==> src/rtl/seven_seg_pkg.sv <==
// Shared constants for the seven-segment scan decoder: digit count,
// nibble width and the sixteen active-high segment patterns for hex 0..F.
package seven_seg_pkg;

    localparam int NUM_DIGITS = 6;
    localparam int NIBBLE_W   = 4;
    localparam int SEG_W      = 7;
    localparam int NUM_PATS   = 16;

    // Index k of this table is the hex value whose glyph is SEG_PATTERNS[k]
    // (bit0 = segment a ... bit6 = segment g).
    localparam logic [SEG_W-1:0] SEG_PATTERNS [NUM_PATS] = '{
        7'h3F, 7'h06, 7'h5B, 7'h4F, 7'h66, 7'h6D, 7'h7D, 7'h07,
        7'h7F, 7'h6F, 7'h77, 7'h7C, 7'h39, 7'h5E, 7'h79, 7'h71
    };

endpackage

==> src/rtl/seg_pattern_decode.sv <==
// Combinational segment-pattern to hex-nibble decoder. Patterns outside
// the sixteen known glyphs report valid = 0 and nibble = 0.
module seg_pattern_decode
    import seven_seg_pkg::*;
(
    input  logic [SEG_W-1:0]    seg_i,
    output logic [NIBBLE_W-1:0] nibble,
    output logic                valid
);

    // Linear table search; the glyphs are unique so at most one entry hits.
    always_comb begin
        nibble = '0;
        valid  = 1'b0;
        for (int k = 0; k < NUM_PATS; k++) begin
            if (seg_i == SEG_PATTERNS[k]) begin
                nibble = NIBBLE_W'(k);
                valid  = 1'b1;
            end
        end
    end

endmodule

==> src/rtl/seven_seg_scan_decoder.sv <==
// Reconstructs six hex digits from a multiplexed seven-segment display bus.
// Inputs are sampled once, must hold STABLE_CYCLES before capture, and each
// digit goes stale TIMEOUT_CYCLES after its last capture.
// Optional: define SEVEN_SEG_DP_CAPTURE_EN to add the Points output that
// records the decimal point of each valid capture.
module seven_seg_scan_decoder
    import seven_seg_pkg::*;
#(
    parameter int STABLE_CYCLES  = 1,
    parameter int TIMEOUT_CYCLES = 64
)
(
    input  logic                           Clock,
    input  logic                           Reset,
    input  logic [7:0]                     SevenSegsAndPoint,
    input  logic [NUM_DIGITS-1:0]          ShowOneofSix,
    output logic [NUM_DIGITS*NIBBLE_W-1:0] Data,
    output logic [NUM_DIGITS-1:0]          DigitValid,
    output logic                           FrameDone,
    output logic                           PatternError,
    output logic                           SelectError
`ifdef SEVEN_SEG_DP_CAPTURE_EN
    ,
    output logic [NUM_DIGITS-1:0]          Points
`endif
);

    localparam int               TMO_W      = $clog2(TIMEOUT_CYCLES + 1);
    localparam logic [TMO_W-1:0] TMO_MAX    = TMO_W'(TIMEOUT_CYCLES);
    localparam logic [TMO_W-1:0] TMO_LAST   = TMO_W'(TIMEOUT_CYCLES - 1);
    localparam logic [3:0]       CNT_SAT    = 4'd15;
    localparam logic [3:0]       STABLE_CNT = 4'(STABLE_CYCLES);

    function automatic logic is_onehot(input logic [NUM_DIGITS-1:0] v);
        return (v != '0) && ((v & (v - NUM_DIGITS'(1))) == '0);
    endfunction

    logic [NUM_DIGITS-1:0]          sel_q;
    logic [SEG_W-1:0]               seg_q;
    logic [3:0]                     cnt_q, cnt_d;
    logic                           cap_q, cap_d;
    logic                           changed;
    logic [NUM_DIGITS*NIBBLE_W-1:0] data_q, data_d;
    logic [NUM_DIGITS-1:0]          valid_q, valid_d;
    logic [NUM_DIGITS-1:0]          seen_q, seen_d;
    logic [TMO_W-1:0]               tmo_q [NUM_DIGITS];
    logic [TMO_W-1:0]               tmo_d [NUM_DIGITS];
    logic                           perr_q, perr_d;
    logic                           serr_q, serr_d;
    logic [NIBBLE_W-1:0]            dec_nibble;
    logic                           dec_valid;
`ifdef SEVEN_SEG_DP_CAPTURE_EN
    logic                           dp_q;
    logic [NUM_DIGITS-1:0]          points_q, points_d;
`else
    logic                           unused_dp;
    assign unused_dp = SevenSegsAndPoint[7];
`endif

    seg_pattern_decode u_decode (
        .seg_i  (seg_q),
        .nibble (dec_nibble),
        .valid  (dec_valid)
    );

    // Stability counter tracks the incoming pair against the sampled one;
    // the capture flag is raised once, when the count first reaches the target.
    always_comb begin
        changed = ({ShowOneofSix, SevenSegsAndPoint[SEG_W-1:0]} != {sel_q, seg_q});
        cnt_d   = changed ? 4'd1 : ((cnt_q == CNT_SAT) ? CNT_SAT : cnt_q + 4'd1);
        cap_d   = (cnt_d == STABLE_CNT) && (changed || (cnt_d != cnt_q));
    end

    // Digit state update: timeouts and frame clear first, capture overrides.
    always_comb begin
        data_d  = data_q;
        valid_d = valid_q;
        seen_d  = seen_q;
        perr_d  = 1'b0;
        serr_d  = 1'b0;
`ifdef SEVEN_SEG_DP_CAPTURE_EN
        points_d = points_q;
`endif
        for (int i = 0; i < NUM_DIGITS; i++) begin
            tmo_d[i] = (tmo_q[i] == TMO_MAX) ? TMO_MAX : tmo_q[i] + TMO_W'(1);
            if (tmo_q[i] >= TMO_LAST) begin
                valid_d[i] = 1'b0;
            end
        end
        if (seen_q == '1) begin
            seen_d = '0;
        end
        if (cap_q && (sel_q != '0)) begin
            if (!is_onehot(sel_q)) begin
                serr_d = 1'b1;
            end else begin
                for (int i = 0; i < NUM_DIGITS; i++) begin
                    if (sel_q[i]) begin
                        if (dec_valid) begin
                            data_d[i*NIBBLE_W +: NIBBLE_W] = dec_nibble;
                            valid_d[i] = 1'b1;
                            tmo_d[i]   = '0;
                            seen_d[i]  = 1'b1;
`ifdef SEVEN_SEG_DP_CAPTURE_EN
                            points_d[i] = dp_q;
`endif
                        end else begin
                            perr_d     = 1'b1;
                            valid_d[i] = 1'b0;
                        end
                    end
                end
            end
        end
    end

    // State registers with asynchronous clear of everything, data included.
    always_ff @(posedge Clock or posedge Reset) begin
        if (Reset) begin
            sel_q   <= '0;
            seg_q   <= '0;
            cnt_q   <= '0;
            cap_q   <= 1'b0;
            data_q  <= '0;
            valid_q <= '0;
            seen_q  <= '0;
            perr_q  <= 1'b0;
            serr_q  <= 1'b0;
            for (int i = 0; i < NUM_DIGITS; i++) begin
                tmo_q[i] <= '0;
            end
`ifdef SEVEN_SEG_DP_CAPTURE_EN
            dp_q     <= 1'b0;
            points_q <= '0;
`endif
        end else begin
            sel_q   <= ShowOneofSix;
            seg_q   <= SevenSegsAndPoint[SEG_W-1:0];
            cnt_q   <= cnt_d;
            cap_q   <= cap_d;
            data_q  <= data_d;
            valid_q <= valid_d;
            seen_q  <= seen_d;
            perr_q  <= perr_d;
            serr_q  <= serr_d;
            tmo_q   <= tmo_d;
`ifdef SEVEN_SEG_DP_CAPTURE_EN
            dp_q     <= SevenSegsAndPoint[7];
            points_q <= points_d;
`endif
        end
    end

    assign Data         = data_q;
    assign DigitValid   = valid_q;
    assign FrameDone    = (seen_q == '1);
    assign PatternError = perr_q;
    assign SelectError  = serr_q;
`ifdef SEVEN_SEG_DP_CAPTURE_EN
    assign Points       = points_q;
`endif

endmodule

==> config.mk <==
export PLATFORM = sky130hd
export DESIGN_NAME = seven_seg_scan_decoder
export DESIGN_NICKNAME = d
export VERILOG_FILES = /design/src/rtl/seven_seg_pkg.sv /design/src/rtl/seg_pattern_decode.sv /design/src/rtl/seven_seg_scan_decoder.sv
export SDC_FILE = /design/constraint.sdc
export NUM_CORES = 1
export LEC_CHECK = 0
export CORE_AREA = 2 2 171 106
export CTS_BUF_LIST = sky130_fd_sc_hd__clkbuf_4 sky130_fd_sc_hd__clkbuf_8
export CTS_CLUSTER_SIZE = 20
export DETAILED_ROUTE_END_ITERATION = 7
export DIE_AREA = 0 0 173 108
export PLACE_DENSITY_LB_ADDON = 0.2
export SLEW_MARGIN = 0
export SYNTH_ARGS = -nofsm -noshare
export SYNTH_HDL_FRONTEND = slang
export SYNTH_SLANG_ARGS = --single-unit
==> constraint.sdc <==
create_clock -name Clock -period 4.4 [get_ports Clock]
set_clock_uncertainty 0.1 [all_clocks]
set_input_delay 0.88 -clock Clock [delete_from_list [all_inputs] [get_ports Clock]]
set_output_delay 0.88 -clock Clock [all_outputs]
set_load 0.02 [all_outputs]
Word-level counts from Yosys, hierarchy flattened:

Cells that the tools add are included.

* $add $sub $neg: 8
* muxes and demuxes: 101
* reductions and logical operators: 12
* eq/ne operators: 27
* magnitude comparators: 6
* bitwise gates (word level): 1

Operators by type and width (count)
* $eq A7 B7 Y1 const B: 18
* $mux W7: 18
* $mux W42: 2
* $mux W1: 60
* $add A7 B1 Y7 const B: 6
* $ge A7 B6 Y1 const B: 6
* $mux W4: 10
* $mux W6: 5
* $reduce_and A4 Y1: 6
* $eq A7 B3 Y1 const B: 2
* $eq A7 B6 Y1 const B: 2
* $ne A13 B13 Y1: 1
* $mux W3: 4
* $and A6 B6 Y6: 1
* $eq A6 B6 Y1 const B: 1
* $logic_not A6 Y1: 1
* $reduce_bool A6 Y1: 1
* $sub A6 B1 Y6 const B: 1
* $add A4 B1 Y4 const B: 1
* $eq A4 B1 Y1 const B: 1
* $eq A4 B4 Y1 const B: 1
* $mux W2: 2
* $ne A4 B4 Y1: 1
* $logic_and A1 B1 Y1: 3
* $logic_or A1 B1 Y1: 1

* bits in registers: 98
* input bits: 16

Logic depth before layout (Yosys ltp):

* depth in word-level cells: 33
* mapped depth: 9

Modules after synthesis:

A second synthesis with hierarchy kept.

* cells, all modules: 453
* area, all modules: 4808.4 um^2

By module, submodules not included
* seven_seg_scan_decoder: cells each 392, times used 1, area an instance 4393.0 um^2, sequential area each 2452.4 um^2
* seg_pattern_decode: cells each 61, times used 1, area an instance 415.4 um^2, sequential area each 0.0 um^2

Worst setup path before layout:

No wires, ideal clock.

* path type: register to register
* from: register sel_q[2]
* to: register data_q[10], in the netlist Data[10]
* setup time: 0.128 ns
* arrival time: 2.273 ns
* path slack: 1.899 ns
* stages on the path, launching flop included: 8
* buffers on the path: 2
* period minus slack after synthesis: 2.501 ns
* data required time: 4.172 ns
* cells stage by stage: dfrtp_1 buf_6 or4b_4 or4b_4 o2111ai_2 o311a_1 buf_4 mux2_1

* cells in the longest elaborated chain, start to end: 5
* elaborated cells between the ends (all ways): 7
* classes of those cells: 1 x add/sub; 1 x bitwise; 5 x reduce/logical

RTL lines
* start: declaration: line seven_seg_scan_decoder.sv:38 `logic [NUM_DIGITS-1:0] sel_q;`
* start signal: assignment: line seven_seg_scan_decoder.sv:137 `sel_q <= ShowOneofSix;`
* $sub A6 B1 Y6: line seven_seg_scan_decoder.sv:35 `return (v != '0) && ((v & (v - NUM_DIGITS'(1))) == '0);`
* $and A6 B6 Y6: line seven_seg_scan_decoder.sv:35
* $logic_not A6 Y1: line seven_seg_scan_decoder.sv:35
* $logic_and A1 B1 Y1: line seven_seg_scan_decoder.sv:35
* $reduce_and A4 Y1 (no line) (*)
* end signal: assignment: line seven_seg_scan_decoder.sv:141 `data_q <= data_d;`
* end: declaration: line seven_seg_scan_decoder.sv:43 `logic [NUM_DIGITS*NIBBLE_W-1:0] data_q, data_d;`

Every way passes the cells marked *; elsewhere a longest branch is shown, timed or not.
A chain may end at the register's enable or synchronous reset.

Final worst setup path:

* from: register seg_q[4]
* to: register data_q[22], in the netlist Data[22]

* cells in the longest elaborated chain, start to end: 18
* elaborated cells between the ends (all ways): 45
* classes of those cells: 16 x eq/ne; 28 x mux; 1 x reduce/logical

RTL lines
* start: declaration: line seven_seg_scan_decoder.sv:39 `logic [SEG_W-1:0] seg_q;`
* start signal: assignment: line seven_seg_scan_decoder.sv:138 `seg_q <= SevenSegsAndPoint[SEG_W-1:0];`
* $eq A7 B6 Y1: line seg_pattern_decode.sv:16 `if (seg_i == SEG_PATTERNS[k]) begin`
* $mux W1 (16 in series): line seg_pattern_decode.sv:16
* $reduce_and A4 Y1 (no line)

Parallel ways exist; a longest one is shown, timed or not.

==> impl_metrics.yaml <==
synthesis:
  synthCells: 435
  synth_top_area_share: 0.518
  synth_edf_count: 0
  synth-seq-cells: 98
  synth_top_area_cell: "dfrtp_1"
  async_flop_share: 1.00
  synth_cell_types: 58
  synth_warnings: 0
  synth_area_mm2: 0.00473
  syn_nets: 464
  synth-main-ff-cell: "dfrtp_1"
  avgSynthCellArea_um2: 10.9
  netlist_top_cells_area: "dfrtp_1 (52%), xor2_1 (4.6%), xnor2_1 (4.1%)"
  ys_seq_area_frac: 0.518
placement:
  place.detailed.hpwl_mm: 7.58
  routabilityCongestion: 0.824
  dpl_cell_area_mm2: 0.00542
  io_buffers: 47
worst_setup_path:
  arrival_ps: 3370
  cp-start-kind: "flop"
  cpPeakStageDelay_ps: 550
  end_kind: "flop"
  cp_max_fo: 13
  worstPathRequired_ps: 4560
  worst-setup-path-type: "flop to flop"
  cp_slowest_cell: "a311o_1"
  path_cells: "or2_2, nor4b_1, a311o_1, nor3_2, and3b_1, mux2_1"
die:
  start_util: 0.279
  rows: 37
  die_w_um: 173
  dieArea_mm2: 0.0187
  coreArea_mm2: 0.0169
  io_pins: 49
  die_h_um: 108
sta:
  rsz0062_at_grt: "no"
  hold_violations: 0
  fin_crit_sh: 0.731
  tightestPinTransition_ps: 982
  fin_crit_ps: 3220
  finalSetupViolCount: 0
  fin_setup_tns_ps: 0
  drv_slew: 0
  fmax_mhz: 311
  relSlewSlack: 0.346
global_route:
  gr-usage-met3: 0.0383
  grt-busiest-layer: "met1"
  grt_pass1_vias: 3273
  grt_pass1_wl_mm: 17.5
  antenna_found_initial: 0
  grt_util_met2: 0.173
  grt_overflow: 0
  grt_max_degree: 54
  track_usage: 0.119
  grtUsageMet1: 0.174
clock_tree:
  cts_setup_buffers: 0
  clockBufferDepth: 2
  postCtsHoldBufs: 0
  cts_resized: 0
  cts_tree: "yes"
  htreeDepth: 3
  cts_root_buffer: "clkbuf_8"
  cts.reportedPaths.clkPinSlew_ps: 100
  clkSinkCount: 98
  cts_made_buffers: 9
  clk_latency_ps: 370
run:
  cap_violations: 0
finish:
  fillCellCount: 1690
  drive_gt1_frac: 0.0851
  final_core_utilization: 0.332
  n_antenna_cell: 0
  num-nets-final: 506
  final_cell_mix: "dfrtp_1 (98), clkdlybuf4s50_1 (47), nor2_1 (45)"
  final_common_cell: "dfrtp_1"
  area_delta_synth_final_pct: 18.9
  design_area_mm2: 0.00563
power:
  power_density_mw_per_mm2: 482
  peakVddDrop_uv: 175
  p_leak_nw: 2.53
route:
  ant_nets: 0
  drt_iter0_markers: 288
  drc: 0
  firstDrtPassIters: 4
  routed_wirelength_mm: 10.6
  vias: 3300
  routed_via_density: 4.61
  drt-wirelength-per-cell_um: 14.7
run_status:
  outcome: "finished, final reports clean"
hold_path:
  min_path_type: "flop to flop"
==> routing by layer <==
| metal | vias up | wire (um) |
|---|---|---|
| met5 | - | 0 |
| met1 | 1614 | 5680 |
| li1 | 1609 | - |
| met4 | 0 | 65 |
| met2 | 71 | 4270 |
| met3 | 6 | 537 |
==> critical path, delay by kind of cell, from the launching register on <==
family / cells / cell delay, ps
AOI/OAI and AO/OA: 1 / 550
DFF: 1 / 540
muxes: 1 / 360
and+or+nand+nor: 4 / 1550
==> path summary, 6_finish.rpt <==
check / start / endpoint / slack [ps] / depth (start not counted)
min: seen_q[2]$_DFF_PP0_ / seen_q[2]$_DFF_PP0_ / 380 / 1
max: seg_q[4]$_DFF_PP0_ / Data[22]$_DFFE_PP0P_ / 1180 / 6
max reg2reg: seg_q[4]$_DFF_PP0_ / Data[22]$_DFFE_PP0P_ / 1180 / 6
min in group asynchronous: Reset / Data[0]$_DFFE_PP0P_ / 810 / 2
min reg2reg: seen_q[2]$_DFF_PP0_ / seen_q[2]$_DFF_PP0_ / 380 / 1
max in group asynchronous: Reset / DigitValid[4]$_DFF_PP0_ / 2670 / 3
==> Yosys cell counts, types with 6 or more instances <==
library cell / n
nor2_1: 45
nor4_1: 11
nand4_1: 7
mux2_1: 9
xor2_1: 25
nand2_1: 14
o21ai_0: 6
ha_1: 13
nand3_1: 38
inv_1: 25
a21o_1: 10
mux2_2: 9
buf_2: 10
xnor2_1: 22
dfrtp_1: 98
==> registers in the layout (all words and copies together) (netlist names) <==
signal / flops
Data: 24
seen_q: 6
SelectError: 1
cnt_q: 4
tmo_q: 42
sel_q: 6
seg_q: 7
DigitValid: 6
PatternError: 1
cap_q: 1
==> stage by stage <==
step / power [mW] / cells / setup WS, ps / hold slack (ps)
floorplan: 1.91 / 435 / 858 / 341
global placement: 2.08 / 700 / 973 / 354
detailed placement: 2.11 / 700 / 1020 / 360
CTS: 2.75 / 716 / 1180 / 383
global route: 2.93 / 716 / 1060 / 401
finish: 2.71 / 716 / 1180 / 377
==> cell families after synthesis <==
logic type,synth area share
AOI/OAI and AO/OA,0.0962
buffers and inverters,0.0423
adders and majority gates,0.0344
xor gates and xnor gates,0.0869
and+or+nand+nor,0.177
muxes,0.0449
DFF,0.518
==> area by class of cell <==
| cell class | count | area (um2) | share of cell area |
|---|---|---|---|
| clock buffer | 9 | 124 | 0.0220 |
| tap | 234 | 293 | 0.0520 |
| timing repair buffer | 49 | 498 | 0.0885 |
| inverter | 25 | 96.3 | 0.0171 |
| multi-input combinational | 294 | 2080 | 0.370 |
| sequential | 98 | 2450 | 0.436 |
| clock inverter | 7 | 83.8 | 0.0149 |
==> power by group <==
part	switching (mW)	leakage (nW)	internal, mW
sequential	0.247	1.22	1.13
combinational	0.357	1.21	0.364
clock	0.346	0.102	0.273
Note: power is estimated with default switching activity, not from simulation.
